[src/rtl/hazard_scoreboard.sv]
// Registered E/M/W hazard scoreboard: D-stage stall and operand forward selects.
// Define HAZARD_MDU_EN to build the mult/div busy counter, its stall and md_busy.
module hazard_scoreboard #(
    parameter int AW          = 5,
    parameter int TW          = 3,
    parameter int MULT_CYCLES = 5,
    parameter int DIV_CYCLES  = 10
) (
    input  logic          clk,
    input  logic          reset_n,
    input  logic [AW-1:0] d_rs,
    input  logic [AW-1:0] d_rt,
    input  logic [TW-1:0] d_tuse_rs,
    input  logic [TW-1:0] d_tuse_rt,
    input  logic [AW-1:0] d_a3,
    input  logic          d_regwrite,
    input  logic [TW-1:0] d_tnew,
    input  logic          d_ld,
    input  logic          d_md_use,
    input  logic          d_md_start,
    input  logic          d_md_div,
    output logic          stall,
    output logic [1:0]    fwd_d_rs,
    output logic [1:0]    fwd_d_rt,
    output logic [1:0]    fwd_e_rs,
    output logic [1:0]    fwd_e_rt,
    output logic [1:0]    fwd_m_rt,
    output logic          md_busy
);

    typedef struct packed {
        logic [AW-1:0] rs;
        logic [AW-1:0] rt;
        logic [AW-1:0] a3;
        logic          wnz;
        logic [TW-1:0] tnew;
        logic          ld;
`ifdef HAZARD_MDU_EN
        logic          md_start;
        logic          md_div;
`endif
    } entry_t;

    entry_t e_q, m_q, w_q;
    entry_t e_d, m_d, w_d;
    logic   rs_stall_s, rt_stall_s, md_stall_s;

    function automatic logic [TW-1:0] dec_sat(input logic [TW-1:0] v);
        logic [TW-1:0] r;
        if (v == '0) r = '0;
        else         r = v - TW'(1);
        return r;
    endfunction

    function automatic logic raw_hit(input logic [AW-1:0] r, input logic [TW-1:0] tuse,
                                     input entry_t x);
        return x.wnz && (x.a3 == r) && (tuse < x.tnew);
    endfunction

    function automatic logic [1:0] w_fwd(input logic [AW-1:0] r, input entry_t w);
        logic [1:0] sel;
        if (w.wnz && (w.a3 == r) && (w.tnew == '0)) sel = w.ld ? 2'd3 : 2'd2;
        else                                         sel = 2'd0;
        return sel;
    endfunction

    // M (ALU only) wins over W for the same register.
    function automatic logic [1:0] mw_fwd(input logic [AW-1:0] r, input entry_t m, input entry_t w);
        logic [1:0] sel;
        if (m.wnz && (m.a3 == r) && (m.tnew == '0) && !m.ld) sel = 2'd1;
        else                                                  sel = w_fwd(r, w);
        return sel;
    endfunction

    assign rs_stall_s = raw_hit(d_rs, d_tuse_rs, e_q) | raw_hit(d_rs, d_tuse_rs, m_q)
                      | raw_hit(d_rs, d_tuse_rs, w_q);
    assign rt_stall_s = raw_hit(d_rt, d_tuse_rt, e_q) | raw_hit(d_rt, d_tuse_rt, m_q)
                      | raw_hit(d_rt, d_tuse_rt, w_q);
    assign stall      = rs_stall_s | rt_stall_s | md_stall_s;

    assign fwd_d_rs = mw_fwd(d_rs, m_q, w_q);
    assign fwd_d_rt = mw_fwd(d_rt, m_q, w_q);
    assign fwd_e_rs = mw_fwd(e_q.rs, m_q, w_q);
    assign fwd_e_rt = mw_fwd(e_q.rt, m_q, w_q);
    assign fwd_m_rt = w_fwd(m_q.rt, w_q);

    // Next E record: the D instruction, or a bubble while D is held.
    always_comb begin
        e_d = '0;
        if (!stall) begin
            e_d.rs   = d_rs;
            e_d.rt   = d_rt;
            e_d.a3   = d_a3;
            e_d.wnz  = d_regwrite && (d_a3 != '0);
            e_d.tnew = dec_sat(d_tnew);
            e_d.ld   = d_ld;
`ifdef HAZARD_MDU_EN
            e_d.md_start = d_md_start;
            e_d.md_div   = d_md_div;
`endif
        end else begin
            e_d = '0;
        end
    end

    // Downstream shift with Tnew counting towards zero.
    always_comb begin
        m_d      = e_q;
        m_d.tnew = dec_sat(e_q.tnew);
        w_d      = m_q;
        w_d.tnew = dec_sat(m_q.tnew);
    end

    // Scoreboard entry registers.
    always_ff @(posedge clk or negedge reset_n) begin
        if (!reset_n) begin
            e_q <= '0;
            m_q <= '0;
            w_q <= '0;
        end else begin
            e_q <= e_d;
            m_q <= m_d;
            w_q <= w_d;
        end
    end

`ifdef HAZARD_MDU_EN
    localparam int MAX_CYCLES = (DIV_CYCLES > MULT_CYCLES) ? DIV_CYCLES : MULT_CYCLES;
    localparam int CW         = $clog2(MAX_CYCLES + 1);

    logic [CW-1:0] md_cnt_q, md_cnt_d;
    logic          unused_s;

    // Busy count starts when a mult/div leaves E.
    always_comb begin
        md_cnt_d = md_cnt_q;
        if (e_q.md_start) begin
            md_cnt_d = e_q.md_div ? CW'(DIV_CYCLES) : CW'(MULT_CYCLES);
        end else if (md_cnt_q != '0) begin
            md_cnt_d = md_cnt_q - CW'(1);
        end else begin
            md_cnt_d = md_cnt_q;
        end
    end

    // MDU busy counter register.
    always_ff @(posedge clk or negedge reset_n) begin
        if (!reset_n) md_cnt_q <= '0;
        else          md_cnt_q <= md_cnt_d;
    end

    assign md_busy    = (md_cnt_q != '0);
    assign md_stall_s = d_md_use && (md_busy || e_q.md_start);
    assign unused_s   = ^w_q;
`else
    logic unused_s;

    assign md_busy    = 1'b0;
    assign md_stall_s = 1'b0;
    assign unused_s   = ^{w_q, d_md_use, d_md_start, d_md_div};
`endif

endmodule

[config.mk]
export PLATFORM = sky130hd
export DESIGN_NAME = hazard_scoreboard
export DESIGN_NICKNAME = d
export VERILOG_FILES = /design/src/rtl/hazard_scoreboard.sv
export SDC_FILE = /design/constraint.sdc
export NUM_CORES = 1
export LEC_CHECK = 0
export ABC_AREA = 0
export CAP_MARGIN = 40
export CORE_UTILIZATION = 35
export DETAILED_ROUTE_END_ITERATION = 10
export PLACE_DENSITY_LB_ADDON = 0.25
export SETUP_SLACK_MARGIN = 0.3
export SLEW_MARGIN = 20
export SYNTH_ARGS = -nofsm -noshare
export SYNTH_HDL_FRONTEND = slang
export SYNTH_SLANG_ARGS = --single-unit
[constraint.sdc]
create_clock -name clk -period 3.4 [get_ports clk]
set_input_delay 0.34 -clock clk [delete_from_list [all_inputs] [get_ports clk]]
set_output_delay 0.34 -clock clk [all_outputs]
set_load 0.03 [all_outputs]
==> metrics.txt <==
outcome finished, final reports clean; Worst Skew 0.0113 ns; Root Driver clkbuf_8; Remaining DRCs 0; GRT overflow 0; leakage 0.00135 uW; wire per inst 13.8 um; DR iter-0 viols 63; Rows 30; CTS tree done; first-pass detailed-route iteration total 4; critical path peak fanout 6; core footprint 6940 um2; placed insts 361; Sink Count 45; worst min-delay path category reg2reg; register area share after synthesis 0.440; postcts setup bufs 0; Compound-Gate Fraction of Synth Area 0.0626; Commonest cells post-synth dfrtp_1 (45), xor2_1 (37), ha_1 (18), xnor2_1 (18), inv_1 (13); Post-Synth XOR/XNOR Area 0.188; Die Y 87.5 um; area of the die 7660 um2; CTS buffer count 5; Tcrit/Tclk final 0.860; Synth cell types 38; CP Launch Type register; crit path DAT 2.58 ns; cell taking the most area after synthesis dfrtp_1; Port Buffers 38; VDD IR max 0.202 mV; Via Count 1658; Clk Latency, worst-skew pair 0.30 ns; unrepaired setup endpoints after global routing yes; Max Slew Vio Count 0; power per cell area 411 nW/um2; Final Hold Fails 0; Setup Crit Path Kind reg2out; Yosys warning total 0; post-synthesis net count 280; fin util 0.452; Async S/R FF share, synth 1.00; Final ANT Viol Nets 0; mux contribution to synthesized area 0; Synth Area in Adders 0.0880; simple-gate portion of the synthesized area 0.178; DP HPWL 4160 um; largest net degree at the start of global routing 28; post-layout min period 2.92 ns; Starting Density 0.368; clk slew on worst S/H paths 0.08 ns; Cell Area, Synth 2560 um2; largest cells by area after synthesis dfrtp_1 (44%), xor2_1 (13%), ha_1 (8.8%), xnor2_1 (6.2%), and2_2 (2.1%); routability cong. 0.794; antenna violations before repair 0; Final setup viols 0; CP Capture Type output port; top-count cell post-synth dfrtp_1; vias per cell 4.49; die width 87.5 um; Boundary Pins 43; tightest hold margin 0.353 ns; layout net count 322; top_reg_cell synth dfrtp_1; vias in the first global route 1803; Syn Area/Cell 11.1 um2; Max-Cap Viols 0; Post-synth EDFFs 0; largest family of logic cells by synthesized area XOR/XNOR gates; Syn-to-layout area delta 22.7%; Synth top area share 0.440; #FFs+latches synth 45; first-pass GRT wire length 8710 um; Cells after Synth 231; diode count 0; clock buffer depth 2; global-route usage over all layers 0.154; H-tree lvl count 2; WL final 5080 um; layout cell share with drive strength beyond 1 0.125; fmax 342 MHz; Crit path required time 3.06 ns; total power draw 1290 uW; final setup TNS 0 ns; post-route insts no fill 369
[report_power, final]
group	leakage (uW)	switching [uW]	internal (uW)
clock	0.0000540	178	214
combinational	0.000760	126	136
sequential	0.000537	55.5	583
total	0.00135	359	932
[logic make-up (layout without fill, tap and decap cells)]
logic type                 Yosys count  count (layout)
adders and majority gates           18              18
other                                1               1
and+or+nand+nor                     71              71
DFF                                 45              45
AOI/OAI and AO/OA                   21              21
xor gates and xnor gates            55              55
buffers and inverters               20              62
[critical path, stage by stage, from the launching register on]
cell and delay [ns]:
dfrtp_1 0.43, nor2_1 0.17, ha_1 0.20, nand3b_1 0.20
or4_1 0.58, nor3_2 0.24, a21o_1 0.11, clkdlybuf4s15_1 0.36
[path summary, 6_finish.rpt]
check,from,to,slack [ns],depth (start not counted)
worst max-delay path,m_q[1],fwd_e_rs[0],0.48,7
worst min-delay path,e_q[0],m_q[0],0.35,0
worst max register to register,w_q[8],e_q[3],1.33,7
worst min register to register,e_q[0],m_q[0],0.35,0
max in group asynchronous,reset_n,e_q[5],2.39,3
min in group asynchronous,reset_n,m_q[14],0.51,2
[per-stage QoR]
stage                     cell area, um2  setup slack [ns]
after floorplan                     2560             0.870
after global placement              3010             0.298
after detailed placement            3030             0.300
after CTS                           3140             0.371
after global routing                3140             0.294
final                               3140             0.477
[flip-flops by register name (all words and copies together) (netlist names)]
| signal | cells |
|---|---|
| w_q | 10 |
| m_q | 15 |
| e_q | 20 |
[placed cells by master (no fill, tap or decap), types with 5 or more instances in the layout]
cell type | netlist | final
xnor2_1 | 18 | 18
clkbuf_8 | 0 | 5
o21ai_0 | 9 | 9
nor2_1 | 8 | 8
inv_1 | 13 | 13
nand2_1 | 6 | 6
dfrtp_1 | 45 | 45
nor4_1 | 5 | 5
and2_4 | 6 | 6
nand3_1 | 6 | 6
nor3_1 | 8 | 7
xor2_1 | 37 | 37
ha_1 | 18 | 18
and2_2 | 7 | 7
clkdlybuf4s50_1 | 0 | 32
and2_1 | 5 | 5
[layout make-up]
class | instances | area, um2
fillers | 658 | 3800
multi-input cells | 166 | 1330
flip-flops and latches | 45 | 1130
repair buffers | 42 | 412
well taps | 96 | 120
clock buffers | 5 | 68.8
inverters | 13 | 48.8
clock inverters | 2 | 35.0
[routing by layer]
layer,up-vias,routed length [um],track usage
met3,10,187,0.0227
met4,0,95,0.0596
met2,42,2300,0.243
met5,-,0,0
met1,757,2490,0.213
li1,849,-,-
[repair_timing]
action | 4_1_cts | 5_1_grt
setup endpoints to repair | 5 | 3
gates resized for setup | 5 | 4
hold endpoints to repair | 9 | 0
hold buffers | 1 | 0
Power figures use the tool's default switching activity.
